**config.mk**
```make
export PLATFORM = sky130hd
export DESIGN_NAME = regfile_dump
export DESIGN_NICKNAME = d
export VERILOG_FILES = /design/src/rtl/regfile_dump.sv
export SDC_FILE = /design/constraint.sdc
export NUM_CORES = 1
export LEC_CHECK = 0
export BUFFER_PORTS_ARGS = -buffer_cell sky130_fd_sc_hd__buf_2
export CAP_MARGIN = 30
export CORE_AREA = 2 2 77 93
export DETAILED_ROUTE_END_ITERATION = 16
export DIE_AREA = 0 0 79 95
export PLACE_DENSITY = 0.72
export SYNTH_ARGS = -nofsm -noshare
export SYNTH_HDL_FRONTEND = slang
export SYNTH_SLANG_ARGS = --single-unit
```
**constraint.sdc**
```tcl
create_clock -name clk -period 1.75 [get_ports clk]
set_clock_uncertainty 0.1 [all_clocks]
set_input_delay 0.0875 -clock clk [delete_from_list [all_inputs] [get_ports clk]]
set_output_delay 0.0875 -clock clk [all_outputs]
set_load 0.05 [all_outputs]
```
**src/rtl/regfile_dump.sv**
```systemverilog
// Walks every register: dumps them over a valid/ready port or clears them through the write port.
// Latency: dump word 0 is presented two cycles after start is accepted; clear writes begin the next cycle.
// Backpressure: outReady low holds the presented word indefinitely; start is ignored while busy.
module regfile_dump #(
   parameter int DBITS = 32,
   parameter int ABITS = 4,
   parameter int WORDS = (1 << ABITS)
) (
   input  logic             clk,
   input  logic             reset_n,
   input  logic             start,
   input  logic             clrMode,
   output logic [ABITS-1:0] rdInd,
   input  logic [DBITS-1:0] rdData,
   output logic             wrtEn,
   output logic [ABITS-1:0] wrtInd,
   output logic [DBITS-1:0] dIn,
   output logic             outValid,
   input  logic             outReady,
   output logic [ABITS-1:0] outInd,
   output logic [DBITS-1:0] outData,
   output logic             outLast,
   output logic             busy,
   output logic             done
);

   typedef enum logic [2:0] {
      IDLE  = 3'd0,
      FETCH = 3'd1,
      SEND  = 3'd2,
      CLEAR = 3'd3,
      DONE  = 3'd4
   } state_t;

   localparam logic [ABITS-1:0] LAST_IDX = ABITS'(WORDS - 1);
   localparam logic [ABITS-1:0] ONE      = ABITS'(1);

   state_t           state;
   logic [ABITS-1:0] idx;

   // Sequencer: one index counter shared by the dump and clear walks; it parks at the last index
   // instead of wrapping, and the captured word is held untouched while SEND waits for outReady.
   always_ff @(posedge clk or negedge reset_n) begin
      if (!reset_n) begin
         state   <= IDLE;
         idx     <= '0;
         outData <= '0;
         outInd  <= '0;
         outLast <= 1'b0;
      end else begin
         case (state)
            IDLE: begin
               if (start) begin
                  idx   <= '0;
                  state <= clrMode ? CLEAR : FETCH;
               end
            end
            FETCH: begin
               outData <= rdData;
               outInd  <= idx;
               outLast <= (idx == LAST_IDX);
               state   <= SEND;
            end
            SEND: begin
               if (outReady) begin
                  if (idx == LAST_IDX) begin
                     state <= DONE;
                  end else begin
                     idx   <= idx + ONE;
                     state <= FETCH;
                  end
               end
            end
            CLEAR: begin
               if (idx == LAST_IDX) begin
                  state <= DONE;
               end else begin
                  idx <= idx + ONE;
               end
            end
            DONE: begin
               state <= IDLE;
            end
            default: begin
               state <= IDLE;
            end
         endcase
      end
   end

   // Status and strobes are pure decodes of the state flop, so reset drops them immediately.
   always_comb begin
      outValid = (state == SEND);
      wrtEn    = (state == CLEAR);
      busy     = (state != IDLE);
      done     = (state == DONE);
      rdInd    = idx;
      wrtInd   = idx;
      dIn      = '0;
   end

endmodule

```
==> summary.txt, run 1 <==
Outcome
  • Outcome: completed

Floorplan
  • Row count: 33
  • Initial Utilization: 31.7%
  • Core ar.: 6690 um2
  • I/O Pins: 118
  • Die area: 7510 um2
  • Die height: 95 um
  • Horiz. Die Dim: 79 um

Final layout
  • Layout cells sized above 1: 51.2%
  • Fin nets: 324
  • Commonest non-fill, non-tap cell in the layout: buf_2
  • Layout fillers: 650
  • Most frequent cells in the layout: buf_2, dfrtp_1, mux2_2
  • Antenna Cells: 0
  • Area Overhead vs Synth: 40.0%

Timing
  • Final Cycle Share: 98.1%
  • Relative slew slack: 66.0%
  • Max Clock Freq: 583 MHz
  • RSZ-0062 raised after global routing: no
  • Finish-stage setup viols: 0
  • Min Clock Period, post-route: 1.72 ns
  • Final Max Tran Viols: 0
  • Setup slack after layout: 0.0334 ns
  • Hold Fails Final Rpt: 0
  • Measured slew at the worst slew-check pin: 0.511 ns
  • Setup TNS: 0 ns

Setup path
  • CP Capture Type: flop
  • Worst path slowest cell: or4b_4
  • Crit-path cells: buf_4, or4b_4, o21a_4, a211o_1
  • Max FO, Critical Path: 4
  • Critical Path AT: 1.80 ns
  • CP required: 1.84 ns
  • Max incr delay on CP: 0.55 ns
  • Nature of the critical path startpoint: flop
  • Crit path kind: reg2reg
  • Delay-heaviest family, CP: simple AND/OR/NAND/NOR gates
  • Critical path buffer and inverter count: 1

Detailed routing
  • Residual DRC: 0
  • DRT iter0 DRCs: 46
  • Detail-routed via count per cell: 4.22
  • Final WL: 4580 um
  • Routed Antenna Nets: 0
  • Via count: 1580
  • Drt wl/cell: 12.3 um
  • Pre-Repair DR Iteration Count: 4

Clocking
  • CTS Sinks: 44
  • CTS Buf Count: 5
  • Clk slew on worst S/H paths: 0.09 ns
  • CTS max path bufs: 2
  • H-tree Lvls: 2
  • Root Driver: clkbuf_8
  • CTS tree: yes
  • Clk_lat worst skew: 0.29 ns

Power
  • P_leak: 1.48 nW
  • Pwr dens: 2130 nW/um2
  • Max IR drop VDD: 1050 uV

Logic synthesis
  • Syn. warnings: 0
  • Synth cell types: 29
  • Synth Cell Area: 2120 um2
  • Syn avg cell area: 13.0 um2
  • Cells after Synth: 163
  • Sequential share of the synthesized area: 51.9%
  • Post-synthesis register bit count: 44

Place
  • Buffers added on ports: 85
  • Dpl ws: 0.0573 ns
  • DPL Wire Length: 2990 um
  • Routability Congestion: 0.804

GRT
  • GRT Util Overall: 11.9%
  • Gr ovfl total: 0
  • Initial antenna violation count: 0
  • Vias in the first global route: 1546
  • First-pass GRT wire length: 6870 um
  • Largest net degree at the start of global routing: 38

Flow run
  • MaxCap Viol Count: 0

Worst hold path
  • Worst hold path class: in2reg
-- area by class of cell --
class / count / area (um2) / share of cell area [%]
clock buffer: 6 / 82.6 / 2.78
clock inverter: 2 / 15.0 / 0.506
inverter: 4 / 15.0 / 0.506
multi-input combinational: 104 / 798 / 26.9
sequential: 44 / 1100 / 37.2
tap: 87 / 109 / 3.67
timing repair buffer: 127 / 846 / 28.5
-- state kept, by name (all words and copies together) (netlist names) --
| signal | count |
|---|---|
| state | 3 |
| rdInd | 4 |
| outLast | 1 |
| outData | 32 |
| outInd | 4 |
-- routing by layer --
metal / part of all wire (%) / vias up / global-route usage [%] / wire length (um)
li1: - / 740 / - / -
met1: 38 / 763 / 12.6 / 1720
met2: 54 / 64 / 22.1 / 2470
met3: 5.4 / 13 / 2.49 / 248
met4: 3.1 / 0 / 6.18 / 140
met5: 0 / - / 0 / 0
-- where the power goes --
| group | internal, W | total (W) | switching [W] |
|---|---|---|---|
| registers | 0.00150 | 0.00176 | 0.000260 |
| clock network | 0.000320 | 0.000671 | 0.000352 |
| logic | 0.00116 | 0.00391 | 0.00274 |
-- through the flow --
stage | area (um2) | utilization [%] | total power, W | hold slack (ns) | cells
2_1_floorplan | 2240 | - | 0.00491 | -0.308 | 194
3_3_place_gp | 2520 | 37.7 | 0.00554 | -0.0147 | 332
3_5_place_dp | 2520 | 37.7 | 0.00562 | -0.00254 | 332
4_1_cts | 2970 | 44.4 | 0.00640 | 0.0295 | 374
5_1_grt | 2970 | 44.4 | 0.00668 | 0.0473 | 374
6_report | 2970 | 44.4 | 0.00634 | 0.0325 | 374
-- cells by family after synthesis --
family,Yosys count,synth area share (%)
other cells,1,0.177
mux,38,20.1
buf+inv,46,16.0
simple gates,19,5.90
compound gates,14,5.25
flops,44,51.9
fa+ha+maj,1,0.590
-- synth_stat cells, drive strengths merged --
library cell	number	area (um2)
mux2i	1	10.0
conb	1	3.75
nand3	2	10.0
nor3	3	26.3
a21oi	1	5.00
or4b	1	13.8
dfrtp	44	1100
inv	4	15.0
a2111oi	2	17.5
or3	1	7.51
nand2b	2	12.5
buf	42	325
nand2	2	7.51
and3	4	25.0
mux2	37	417
a211o	2	17.5
a31oi	1	6.26
ha	1	12.5
o21ai	2	10.0
o21a	1	15.0
nor2	3	11.3
a211oi	4	30.0
o22a	1	10.0
or3b	1	11.3
-- worst paths after layout --
path                        startpoint  slack (ns)  depth (start not counted)     endpoint
max in group asynchronous      reset_n        0.79                          3   outData[6]
setup / recovery              state[1]        0.03                          4     rdInd[0]
hold reg to reg            outData[11]        0.39                          1  outData[11]
min in group asynchronous      reset_n        0.20                          2      outLast
setup reg to reg              state[1]        0.03                          4     rdInd[0]
hold / removal                 clrMode        0.03                          3     state[1]
-- what timing repair did --
action,4_1_cts,5_1_grt
gates resized for setup,3,2
endpoints found under the setup margin,1,2
hold endpoints to repair,52,0
hold buffers,33,0
buffers inserted,1,0
-- worst register-to-register path, stage by stage (launching register included) --
cell	delay (ns)
dfrtp_1	0.38
buf_4	0.14
or4b_4	0.55
o21a_4	0.15
a211o_1	0.29
Note: power is estimated with default switching activity, not from simulation.
==> run 2, diff against run 1 <==
- CORE_AREA: 2 2 77 93 -> 8 8 83 99
- DIE_AREA: 0 0 79 95 -> 0 0 91 107
- GPL_TIMING_DRIVEN: not set -> 0
==> summary.txt, run 2 (synthesis results as in run 1) <==
Outcome
  • Outcome: completed

Place
  • Buffers added on ports: 85 (unchanged)
  • DPL Wire Length: 4060 um (+36%)
  • Routability Congestion: 0.792 (-1.5%)

Detailed routing
  • Residual DRC: 0 (unchanged)
  • DRT iter0 DRCs: 45 (-2.2%)
  • Drt wl/cell: 13.4 um (+9.0%)
  • Detail-routed via count per cell: 4.07 (-3.7%)
  • Via count: 1688 (+6.8%)
  • Final WL: 5540 um (+21%)
  • Routed Antenna Nets: 0 (unchanged)
  • Pre-Repair DR Iteration Count: 4 (unchanged)

Flow run
  • MaxCap Viol Count: 0 (unchanged)

Timing
  • Final Max Tran Viols: 0 (unchanged)
  • Measured slew at the worst slew-check pin: 0.640 ns (+0.129 ns)
  • Final Cycle Share: 96.2% (-1.8 points)
  • Relative slew slack: 56.9% (-9.1 points)
  • Min Clock Period, post-route: 1.68 ns (-0.0323 ns)
  • Max Clock Freq: 594 MHz (+1.9%)
  • Finish-stage setup viols: 0 (unchanged)
  • Hold Fails Final Rpt: 0 (unchanged)

Worst hold path
  • Hold Startpoint: start
  • Min-Delay Endpoint: state[1]
  • Worst hold path class: in2reg
  • WHS Path Cells: 3 (unchanged)

Floorplan
  • Core ar.: 6690 um2 (unchanged)
  • Die height: 107 um (+13%)
  • Die area: 9740 um2 (+30%)
  • Row count: 33 (unchanged)
  • I/O Pins: 118 (unchanged)
  • Initial Utilization: 31.7% (unchanged)
  • Horiz. Die Dim: 91 um (+15%)

GRT
  • Largest net degree at the start of global routing: 26 (-32%)
  • Initial antenna violation count: 0 (unchanged)
  • Met1 Usage GRT: 11.4% (-1.2 points)
  • GR Util met3: 4.61% (+2.1 points)
  • First-pass GRT wire length: 9070 um (+32%)
  • Met2 global-route usage: 21.7% (-0.40 points)
  • Gr ovfl total: 0 (unchanged)
  • GRT Util Overall: 11.5% (-0.40 points)
  • GRT busiest layer: met2
  • Vias in the first global route: 1855 (+20%)

Setup path
  • Reg2Reg Depth: 4 (unchanged)
  • R2R setup slack: 0.07 ns (+0.03 ns)
  • Crit path kind: reg2reg
  • Reg2reg end: rdInd[0]
  • CP Capture Type: flop
  • CP required: 1.82 ns (-0.02 ns)
  • Nature of the critical path startpoint: flop
  • Critical Path AT: 1.76 ns (-0.04 ns)
  • Reg2Reg Launch Point: state[1]
  • Max FO, Critical Path: 4 (unchanged)

Clocking
  • Clk slew on worst S/H paths: 0.08 ns (about the same)
  • CTS tree: yes
  • Root Driver: clkbuf_8
  • H-tree Lvls: 2 (unchanged)
  • CTS max path bufs: 2 (unchanged)
  • CTS Buf Count: 5 (unchanged)
  • Clk_lat worst skew: 0.28 ns (about the same)
  • CTS Sinks: 44 (unchanged)

Final layout
  • Most flop-heavy register: outData
  • Commonest non-fill, non-tap cell in the layout: buf_2
  • Fin nets: 365 (+13%)
  • Area Overhead vs Synth: 56.7%
  • Antenna Cells: 0 (unchanged)
  • Most frequent cells in the layout: buf_2, dfrtp_1, buf_4
  • Max reg flops: 32 (unchanged)
  • Layout cells sized above 1: 57.6% (+6.4 points)
  • Final Util: 49.7% (+5.3 points)

Power
  • Pwr dens: 1990 nW/um2 (-6.7%)
  • Tot Pwr: 0.00662 W (+4.4%)
  • Max IR drop VDD: 881 uV (-16%)
  • P_leak: 1.71 nW (+16%)
## run 2: cell types whose count changed in the layout (fill, tap and decap cells not counted), sizes merged
cell / previous run / this run
clkbuf: 6 / 9
buf: 94 / 133
clkinvlp: 2 / 0
dlygate4sd3: 33 / 34
## run 2: worst max-delay path by stage
stage / start / end / depth (start not counted)
finish: state[1] / rdInd[0] / 4
global route: rdInd[0] / rdInd[1] / 4
CTS: state[1] / busy / 3
detailed placement: state[0] / outData[18] / 5
global placement: state[0] / outData[8] / 5
floorplan: rdInd[0] / rdInd[0] / 4
## run 2: repair_timing
action,4_1_cts,5_1_grt
buffers inserted,4,2
gates resized for setup,2,12
endpoints found under the hold margin,52,0
pin swaps,1,3
hold buffers,34,0
cloned,0,0
setup endpoints to repair,31,4
## run 2: cell type report
type	instances	area [um2]
flip-flops and latches	44	1100
fillers	647	3370
repair buffers	126	856
well taps	87	109
clock buffers	8	90.1
plain buffers	42	332
inverters	4	15.0
multi-input cells	104	818
## run 2: where the power goes
part | switching (W) | internal, W
sequential | 0.000273 | 0.00150
combinational | 0.00283 | 0.00137
clock | 0.000321 | 0.000322
## run 2: per-stage QoR
step	TNS, ns	worst slack (ns)	std cells	instance area (um2)	hold slack [ns]
after floorplan	0	0.0699	194	2240	-0.308
after global placement	-3.18	-0.111	366	2770	0.203
after detailed placement	-4.15	-0.153	367	2790	-0.0238
after CTS	0	0.0129	413	3270	0.0288
after global routing	-0.0102	-0.0102	415	3320	0.0448
final	0	0.0657	415	3320	0.0437
## run 2: metal layers
| layer | vias up | share of wire [%] |
|---|---|---|
| li1 | 827 | - |
| met2 | 57 | 56 |
| met3 | 5 | 7.2 |
| met1 | 799 | 36 |
| met4 | 0 | 1.0 |
| met5 | - | 0 |
## run 2: critical path, cell delays in order, from the launching register on
cell     delay [ns]
dfrtp_1        0.41
buf_4          0.15
or4b_4         0.52
o21a_4         0.15
a211o_1        0.25
==> run 3, diff against run 2 <==
- CORE_AREA: 8 8 83 99 -> 8 8 76 91
- DIE_AREA: 0 0 91 107 -> 0 0 84 99
- PLACE_DENSITY: 0.72 -> 0.83
==> summary.txt, run 3 (synthesis results as in run 1) <==
Outcome
  • Outcome: completed

Setup path
  • Nature of the critical path startpoint: flop
  • Critical Path AT: 1.77 ns (about the same)
  • CP required: 1.83 ns (about the same)
  • Crit path kind: reg2reg
  • CP Capture Type: flop
  • Max FO, Critical Path: 9 (+5)

GRT
  • Largest net degree at the start of global routing: 45 (+73%)
  • First-pass GRT wire length: 9080 um (about the same)
  • GRT Util Overall: 13.4% (+1.8 points)
  • Initial antenna violation count: 0 (unchanged)
  • Gr ovfl total: 0 (unchanged)
  • Vias in the first global route: 1848 (-0.38%)

Final layout
  • Area Overhead vs Synth: 56.0%
  • Most flop-heavy register: outData
  • Commonest non-fill, non-tap cell in the layout: buf_2
  • Max reg flops: 32 (unchanged)
  • Most frequent cells in the layout: buf_2, buf_4, dfrtp_1
  • Fin nets: 363 (-0.55%)
  • Design area: 3310 um2 (-0.41%)
  • Layout cells sized above 1: 58.0% (+0.35 points)

Clocking
  • Clk_lat worst skew: 0.29 ns (about the same)
  • CTS Sinks: 44 (unchanged)
  • CTS tree: yes
  • Root Driver: clkbuf_8
  • Clk slew on worst S/H paths: 0.08 ns (about the same)
  • H-tree Lvls: 2 (unchanged)
  • CTS max path bufs: 2 (unchanged)
  • CTS Buf Count: 5 (unchanged)

Power
  • Pwr dens: 2070 nW/um2 (+4.1%)
  • Max IR drop VDD: 837 uV (-5.0%)
  • Tot Pwr: 0.00686 W (+3.6%)
  • P_leak: 1.72 nW (+0.47%)

Timing
  • Min Clock Period, post-route: 1.69 ns (+0.00545 ns)
  • Measured slew at the worst slew-check pin: 0.598 ns (-0.0418 ns)
  • Max Clock Freq: 592 MHz (-0.32%)
  • Hold WS: 0.00994 ns (-0.0337 ns)
  • Final Cycle Share: 96.6% (+0.31 points)
  • Hold Fails Final Rpt: 0 (unchanged)
  • Relative slew slack: 59.7% (+2.8 points)
  • Finish-stage setup viols: 0 (unchanged)
  • RSZ-0062 raised after global routing: no
  • Final Max Tran Viols: 0 (unchanged)

Floorplan
  • Core ar.: 5520 um2 (-18%)
  • I/O Pins: 118 (unchanged)
  • Initial Utilization: 38.4% (+6.7 points)
  • Die height: 99 um (-7.5%)
  • Horiz. Die Dim: 84 um (-7.7%)
  • Die area: 8320 um2 (-15%)
  • Row count: 30 (-9.1%)

Detailed routing
  • Pre-Repair DR Iteration Count: 4 (unchanged)
  • Residual DRC: 0 (unchanged)
  • Drt wl/cell: 14.5 um (+8.9%)
  • Routed Antenna Nets: 0 (unchanged)
  • Detail-routed via count per cell: 4.43 (+8.8%)
  • DRT iter0 DRCs: 28 (-38%)
  • Final WL: 5690 um (+2.6%)
  • Via count: 1731 (+2.5%)

Place
  • Routability Congestion: 0.787 (-0.68%)
  • DPL Wire Length: 3880 um (-4.5%)
  • Area after DPL: 2750 um2 (-1.7%)
  • Buffers added on ports: 85 (unchanged)

Flow run
  • MaxCap Viol Count: 0 (unchanged)

Worst hold path
  • Worst hold path class: in2reg
-- run 3: routing by layer --
metal	wire length (um)	part of all wire (%)	track usage (%)
met1	1980	35	13.0
met2	3200	56	25.1
met3	428	7.5	4.95
met4	77	1.4	4.26
met5	0	0	0
-- run 3: final cells by class --
type / count / area (um2)
flip-flops and latches: 44 / 1100
fillers: 452 / 2210
well taps: 64 / 80.1
clock buffers: 6 / 72.6
multi-input cells: 104 / 813
diodes: 1 / 2.50
inverters: 4 / 15.0
repair buffers: 124 / 823
plain buffers: 42 / 338
clock inverters: 2 / 60.1
-- run 3: critical path, cell delays in order, from the launching register on --
cell     delay, ns
dfrtp_1       0.38
buf_6         0.13
or4b_4        0.53
o21a_4        0.15
a211o_1       0.29
-- run 3: through the flow --
stage / util (%) / setup slack (ns) / setup TNS [ns] / instances
5_1_grt: 59.9 / 0.00703 / 0 / 390
3_5_place_dp: 49.8 / -0.154 / -4.18 / 343
6_report: 60.0 / 0.0602 / 0 / 391
3_3_place_gp: 49.8 / -0.139 / -4.00 / 343
4_1_cts: 59.0 / 0.00410 / 0 / 389
2_1_floorplan: - / 0.0699 / 0 / 194
-- run 3: timing repair --
action | CTS | global route
setup buffers | 5 | 0
endpoints found under the hold margin | 76 | 0
resized for setup | 4 | 11
pin swaps | 1 | 0
endpoints found under the setup margin | 31 | 4
hold buffers | 33 | 0
-- run 3: worst paths after layout --
path | start | endpoint | slack (ns) | depth (start not counted)
worst max-delay path | state[0] | rdInd[0] | 0.06 | 4
worst min-delay path | clrMode | state[1] | 0.01 | 3
worst max register to register | state[0] | rdInd[0] | 0.06 | 4
worst min register to register | outData[11] | outData[11] | 0.40 | 1
max in group asynchronous | reset_n | rdInd[1] | 1.02 | 3
min in group asynchronous | reset_n | outInd[3] | 0.09 | 2
-- run 3: power by group --
group / switching [W] / total [W] / internal, W
Sequential: 0.000272 / 0.00178 / 0.00150
Clock: 0.000329 / 0.000900 / 0.000570
Combinational: 0.00285 / 0.00418 / 0.00134
Total: 0.00345 / 0.00686 / 0.00341
